--- src/rtl/pc_unit_pkg.sv ---
// Shared types and constants for the program-counter stage.
package pc_unit_pkg;

    typedef enum logic [2:0] {
        PC_SEQ,
        PC_BRANCH,
        PC_JAL,
        PC_JALR,
        PC_TRAP,
        PC_MRET,
        PC_HOLD
    } next_pc_sel_t;

    localparam logic [31:0] PC_STEP          = 32'd4;
    localparam logic [31:0] DEFAULT_RESET_PC = 32'h0000_0000;

endpackage

--- src/rtl/pc_unit.sv ---
// Program-counter stage: next-PC priority select, PC register, misalign
// detection, redirect pulse and retired-instruction counter.
module pc_unit
    import pc_unit_pkg::*;
#(
    parameter logic [31:0] RESET_PC  = DEFAULT_RESET_PC,
    parameter int          INSTRET_W = 64
) (
    input  logic                 clk_i,
    input  logic                 rst_i,
    input  logic                 stall_i,
    input  logic                 branch_i,
    input  logic                 jal_i,
    input  logic                 jalr_i,
    input  logic                 flag_i,
    input  logic [31:0]          imm_b_i,
    input  logic [31:0]          imm_j_i,
    input  logic [31:0]          imm_i_i,
    input  logic [31:0]          rs1_i,
    input  logic                 trap_i,
    input  logic [31:0]          mtvec_i,
    input  logic                 mret_i,
    input  logic [31:0]          mepc_i,
    output logic [31:0]          pc_o,
    output logic                 redirect_o,
    output logic                 misalign_o,
    output logic [31:0]          bad_addr_o,
    output logic [INSTRET_W-1:0] instret_o
);

    localparam logic [INSTRET_W-1:0] INSTRET_ONE = {{(INSTRET_W-1){1'b0}}, 1'b1};

    logic [31:0]          pc_q, pc_d;
    logic                 redirect_q, redirect_d;
    logic                 misalign_q, misalign_d;
    logic [31:0]          bad_addr_q;
    logic [INSTRET_W-1:0] instret_q;
    logic                 count_d;

    next_pc_sel_t sel;
    logic [31:0]  target;
    logic [31:0]  jalr_sum;

    assign jalr_sum = rs1_i + imm_i_i;

    always_comb begin
        sel = PC_SEQ;
        if (trap_i)                  sel = PC_TRAP;
        else if (mret_i)             sel = PC_MRET;
        else if (stall_i)            sel = PC_HOLD;
        else if (jalr_i)             sel = PC_JALR;
        else if (jal_i)              sel = PC_JAL;
        else if (branch_i && flag_i) sel = PC_BRANCH;
    end

    always_comb begin
        target = pc_q + PC_STEP;
        case (sel)
            PC_BRANCH: target = pc_q + imm_b_i;
            PC_JAL:    target = pc_q + imm_j_i;
            PC_JALR:   target = {jalr_sum[31:1], 1'b0};
            PC_TRAP:   target = {mtvec_i[31:2], 2'b00};
            PC_MRET:   target = {mepc_i[31:1], 1'b0};
            PC_HOLD:   target = pc_q;
            default:   target = pc_q + PC_STEP;
        endcase
    end

    // Only computed control transfers can be misaligned; trap/mret are masked.
    always_comb begin
        misalign_d = ((sel == PC_JALR) || (sel == PC_JAL) || (sel == PC_BRANCH))
                     && target[1];
        pc_d       = misalign_d ? pc_q : target;
        redirect_d = !misalign_d && (sel != PC_SEQ) && (sel != PC_HOLD);
        count_d    = !stall_i && !trap_i && !misalign_d;
    end

    always_ff @(posedge clk_i or posedge rst_i) begin
        if (rst_i) begin
            pc_q       <= RESET_PC;
            redirect_q <= 1'b0;
            misalign_q <= 1'b0;
            bad_addr_q <= 32'h0;
            instret_q  <= '0;
        end else begin
            pc_q       <= pc_d;
            redirect_q <= redirect_d;
            misalign_q <= misalign_d;
            if (misalign_d) begin
                bad_addr_q <= target;
            end
            if (count_d) begin
                instret_q <= instret_q + INSTRET_ONE;
            end
        end
    end

    assign pc_o       = pc_q;
    assign redirect_o = redirect_q;
    assign misalign_o = misalign_q;
    assign bad_addr_o = bad_addr_q;
    assign instret_o  = instret_q;

endmodule

--- config.mk ---
export PLATFORM = sky130hd
export DESIGN_NAME = pc_unit
export DESIGN_NICKNAME = d
export VERILOG_FILES = /design/src/rtl/pc_unit_pkg.sv /design/src/rtl/pc_unit.sv
export SDC_FILE = /design/constraint.sdc
export NUM_CORES = 1
export LEC_CHECK = 0
export CORE_MARGIN = 2
export CORE_UTILIZATION = 48
export CTS_CLUSTER_SIZE = 14
export DETAILED_ROUTE_END_ITERATION = 16
export GPL_TIMING_DRIVEN = 0
export HOLD_SLACK_MARGIN = 0.12
export PLACE_DENSITY_LB_ADDON = 0.15
export SYNTH_ARGS = -nofsm -noshare
export SYNTH_HDL_FRONTEND = slang
export SYNTH_SLANG_ARGS = --single-unit
export TNS_END_PERCENT = 5
--- constraint.sdc ---
create_clock -name clk_i -period 6.9 [get_ports clk_i]
set_clock_uncertainty 0.1 [all_clocks]
set_input_delay 2.07 -clock clk_i [delete_from_list [all_inputs] [get_ports clk_i]]
set_output_delay 2.07 -clock clk_i [all_outputs]
set_load 0.05 [all_outputs]
# --- Word-level counts from Yosys, hierarchy flattened ---
# Cells that the tools add are included.
# Widths: inputs -> output; s select.
totals:
  register_bits: 130
  input_bits: 201
  output_inout_bits: 130
  elab_cells: 36
classes:
  add_sub_neg: 5
  n_eq_ne: 7
  muxes: 7
  reduce_logical: 12
op_table:
  columns: ["op", "n"]
  rows:
  - ["$pmux 32 s6", 1]
  - ["$add 32x32->32", 3]
  - ["$add 64x1->64 const B", 1]
  - ["$add 32x3->32 const B", 1]
  - ["$eq 3x3->1 const B", 3]
  - ["$mux 3", 3]
  - ["$eq 3x2->1 const B", 2]
  - ["$logic_and 1x1->1", 6]
  - ["$mux 2", 2]
  - ["$eq 3x1->1 const B", 1]
  - ["$logic_not 1->1", 3]
  - ["$ne 3x3->1 const B", 1]
  - ["$reduce_bool 3->1", 1]
  - ["$logic_or 1x1->1", 2]
  - ["$mux 1", 1]

# --- Logic depth before layout (Yosys ltp) ---
depth:
  word_depth: 14
  ltp_mapped: 15
  depth_no_buf: 13

# --- Worst setup path before layout ---
# Ideal clock, no wire load.
synth_timing:
  path_kind: "input to register"
  from: "in trap_i"
  to: "reg instret_q[55] (netlist: instret_o[55])"
  setup_ns: 0.142
  arrival_ns: 5.372
  required_ns: 6.658
  slack_ns: 1.286
  stages: 14
  n_path_buf: 2
  cell_sequence: "buf_2 -> nor3_1 -> nand3b_1 -> clkbuf_1 -> mux2_2 -> ha_1 -> fa_1 -> and4_1 -> o311ai_4 -> nand3b_2 -> nand4b_4 -> nor2_2 -> nand4_1 -> xnor2_1"
synth_between:
  elab_chain_len: 7
synth_lines:
  columns: ["element", "line", "text"]
  rows:
  - ["from (decl)", "pc_unit.sv:20", "input logic trap_i,"]
  - ["branches (longest 6 deep; another with $pmux 32 s6)", null, null]
  - ["$logic_and 1x1->1 *", "pc_unit.sv:75", "count_d = !stall_i && !trap_i && !misalign_d;"]
  - ["to (signal assigned)", "pc_unit.sv:93", "instret_q <= instret_q + INSTRET_ONE;"]
  - ["to (decl)", "pc_unit.sv:37", "logic [INSTRET_W-1:0] instret_q;"]
# Mark *: on every way between the ends.
# A chain may end at the register's enable or synchronous reset.

# --- Worst setup path after layout ---
layout_timing:
  from: "in mret_i"
  to: "reg pc_q[18] (netlist: pc_o[18])"
layout_between:
  elab_chain_len: 6
layout_lines:
  columns: ["element", "line", "text"]
  rows:
  - ["from (decl)", "pc_unit.sv:22", "input logic mret_i,"]
  - ["$mux 3 *", "pc_unit.sv:49", "else if (mret_i) sel = PC_MRET;"]
  - ["$mux 3 *", "pc_unit.sv:48", "if (trap_i) sel = PC_TRAP;"]
  - ["branches (longest 4 deep; another with $pmux 32 s6)", null, null]
  - ["to (signal assigned)", "pc_unit.sv:86", "pc_q <= pc_d;"]
  - ["to (decl)", "pc_unit.sv:33", "logic [31:0] pc_q, pc_d;"]
# Marked as above.

==> results.md <==
- Status: finished clean
- Critical Path Max Stage Delay: 470 ps
- Slew @ Worst Pin: about 1400 ps
- Sequential area share after synthesis: 28.81%
- Setup WS post-layout: 217.8 ps
- Drt initial violations: 1,180
- Pre-CTS setup slack: -776.7 ps
- Synth area leaders: dfrtp_1 29%, ha_1 7.4%, nand2_1 6.2%, xnor2_1 6.1%, a21oi_1 5.9%
- IO Count: 331
- Port bufs: 326
- Most used DFF post-synth: dfrtp_1
- Fill count: between 1,500 and 2,000
- Lkg Pwr: 6.520 nW
- CP max-delay cell: o31ai_1
- Synth area leader: dfrtp_1
- CTS Buf Count: 17
- Cell Count, Final, Fillers Out: 2,073
- # diodes: 0
- Yosys cell types: 82
- Post-Syn Instances: 1,396
- Htree depth: 4
- Clock Path Buffers: 2
- Period utilization: 96.84%
- Placed insts: approximately 2,000
- Worst skew pair latency: 430 ps
- Final setup fails: 0
- Crit end category: flop
- Crit path kind: in -> reg
- Worst EP arrival: between 6000 and 7000 ps
- Post-synth EDFFs: 0
- Initial antenna violation count: 0
- Final hold violations: 0
- Chip Width: 157.4 um
- Final Slew Violations: 0
- Global route overflow: 0
- Syn Nets: 1,666
- P&R area growth vs syn: 38.65%
- Worst Path Max Fanout: 10
- CTS tree: built
- Vias in the first global route: 11,840
- Nets: 2,012
- Rows: 56
- Die H: 157.4 um
- CP required: 7090 ps
- Max cap viols: 0
- Worst setup SP type: input pin
- First-pass iteration count of the detailed router: 6
- Core box area: 23,260 um^2
- DP HPWL: 36,580 um
- First-pass GRT wire length: 68,970 um
- FF+latch count, synth: 130
- Worst vdd ir: 0.2902 mV
- Synth top area share: 28.81%
- # Post-CTS Setup Buffers: 0
- Pwr dens: 225.8 nW/um^2
- Min Tclk post-route: 6682 ps
- Crit-path most repeated cell: a21oi_1
- Vias per std cell: 6.052
- Die area: 24,770 um^2
- RSZ-0062 raised after global routing: no
- WL per Instance: about 23 um
- Yosys Warn Count: 0
- Layout cell share with drive strength beyond 1: 6.670%
- Vias: 12,550
- Synth async-reset ratio: 100.0%
- GP Congestion: 0.9641
- Drt total wl: 46,800 um
- Max-slew headroom: about 7.2%
- Syn Area/Cell: 8.088 um^2
- Root buf cell: clkbuf_16
- # DRC: 0
- Starting Density: 48.54%
- Pin count of the biggest net entering global routing: 93
- GRT Resource Usage Total: ~37%
- Fmax: between 100 and 150 MHz
- Reg clk slew, reported paths: 60 ps
- Routed Antenna Nets: 0
- Num Clock Sinks: 130
- Post-synthesis cell area: about 11,000 um^2
- Hold Path Class: reg -> reg
- Crit-path cells: clkdlybuf4s50_1 > buf_2 > nor3_1 > nand3b_1 > clkbuf_4 > mux2_2 > ha_1 > fa_1 > a211oi_1 > nor4_1 > nor2_1 > a21oi_1 > o31ai_1 > xnor2_1 > a221oi_1 > a21oi_1
[timing repair]
item | 4_1_cts | 5_1_grt
gates resized for setup | 3 | 6
setup endpoints to repair | 90 | 40
hold buffers | 0 | 0
[routing by layer]
layer | global-route usage [%] | part of all wire (%) | vias to the layer above
met5 | 0 | 0 | -
met4 | 15.11 | 4.4 | 0
met3 | 8.205 | 10 | 124
met2 | 60.12 | 46 | 740
met1 | 47.64 | 40 | 5866
li1 | - | - | 5816
[final timing paths]
path	startpoint	endpoint	slack [ps]	cells past startpoint
min in group asynchronous	rst_i	instret_o[59]$_DFFE_PP0P_	1930	2
max in group asynchronous	rst_i	bad_addr_o[30]$_DFFE_PP0P_	3950	3
worst min-delay path	instret_o[63]$_DFFE_PP0P_	instret_o[63]$_DFFE_PP0P_	380	1
worst max register to register	pc_o[0]$_DFFE_PP0N_	pc_o[18]$_DFFE_PP0N_	3210	10
worst max-delay path	mret_i	pc_o[18]$_DFFE_PP0N_	220	16
worst min register to register	instret_o[63]$_DFFE_PP0P_	instret_o[63]$_DFFE_PP0P_	380	1
[power breakdown]
| part | internal [mW] | switching [mW] |
|---|---|---|
| Sequential | 0.856 | 0.122 |
| Combinational | 0.567 | 0.947 |
| Clock | 0.646 | 0.397 |
[layout by cell type, fill, tap and decap left out, drive strengths merged, types with 10 or more instances in the layout]
| cell | n |
|---|---|
| nor2 | 137 |
| a21o | 26 |
| a211oi | 13 |
| nand2 | 186 |
| and4 | 11 |
| buf | 14 |
| o22ai | 12 |
| nand4 | 46 |
| o21a | 11 |
| xnor2 | 79 |
| mux2 | 44 |
| inv | 28 |
| mux2i | 10 |
| xor2 | 42 |
| nor3 | 19 |
| ha | 67 |
| nand3 | 40 |
| clkdlybuf4s50 | 326 |
| a221oi | 17 |
| a21oi | 132 |
| a31oi | 14 |
| o211ai | 16 |
| and3 | 19 |
| or3 | 12 |
| o221ai | 10 |
| dfrtp | 130 |
| nand3b | 10 |
| clkbuf | 77 |
| o21ai | 81 |
[sequential cells by signal (all words and copies together), names as in the netlist]
signal      count
instret_o      64
misalign_o      1
redirect_o      1
bad_addr_o     32
pc_o           32
[cells in the mapped netlist, types with 4 or more instances]
cell type  instances
and2_1             9
o221ai_1          10
o21a_1            11
ha_1              67
o211ai_1          16
nor3_1            15
or2_2              8
nand4_1           45
or3_1             12
o31a_1             4
dfrtp_1          130
clkbuf_1          60
xor2_1            42
nor2_1           136
a21oi_1          132
o211a_1            5
nor2b_1            6
o22ai_1           12
a21o_1            26
and3_1            19
mux2_2            43
nand2b_1           6
a22oi_1            5
mux2i_1           10
o21ai_0           74
a211oi_1          13
inv_1             21
nand3_1           39
a221oi_1          16
nor4_1             8
o21bai_1           8
a31oi_1           14
nand3b_1           9
xnor2_1           79
o31ai_1            9
nand2_1          186
o21ai_1            7
and4_1            11
buf_2             10
[area by class of cell]
type | instances | area (um^2) | area share [%]
tap | 319 | 399.1 | 2.550
timing repair buffer | 327 | 3291 | 21.02
clock inverter | 14 | 225.2 | 1.439
buffer | 73 | 294.0 | 1.878
clock buffer | 17 | 425.4 | 2.717
sequential | 130 | 3253 | 20.78
multi-input combinational | 1170 | 7676 | 49.03
inverter | 23 | 91.34 | 0.5834
[cells by family (layout without fill, tap and decap cells)]
kind of cell | count (synthesis) | in the layout | synth area share, %
AND/OR/NAND/NOR | 532 | 532 | 22.99
AO/OA/AOI/OAI | 394 | 394 | 22.45
flip-flops | 130 | 130 | 28.81
XOR/XNOR | 121 | 121 | 9.386
buffers and inverters | 96 | 454 | 3.302
adder cells (fa/ha/maj) | 69 | 69 | 7.779
multiplexers | 54 | 54 | 5.275
[worst max-delay path, delay by kind of cell]
family          cells  cell delay (ps)
buf+inv             3              970
xor+xnor            1              120
compound gates      5             1720
mux                 1              350
fa+ha+maj           2              670
simple gates        4              950
[stage by stage]
step | cell area (um^2) | power, mW | util (%) | hold WS, ps | setup TNS (ps)
4_1_cts | 15640 | 3.509 | 67.23 | 381.6 | 0
6_report | 15660 | 3.534 | 67.30 | 378.5 | 0
3_3_place_gp | 14950 | 2.458 | 64.28 | 362.0 | -149720
2_1_floorplan | 11290 | 1.898 | - | 644.8 | 0
5_1_grt | 15660 | 3.664 | 67.30 | 410.1 | 0
3_5_place_dp | 14990 | 2.473 | 64.42 | 370.0 | -59210
(Power assumes the default switching activity.)
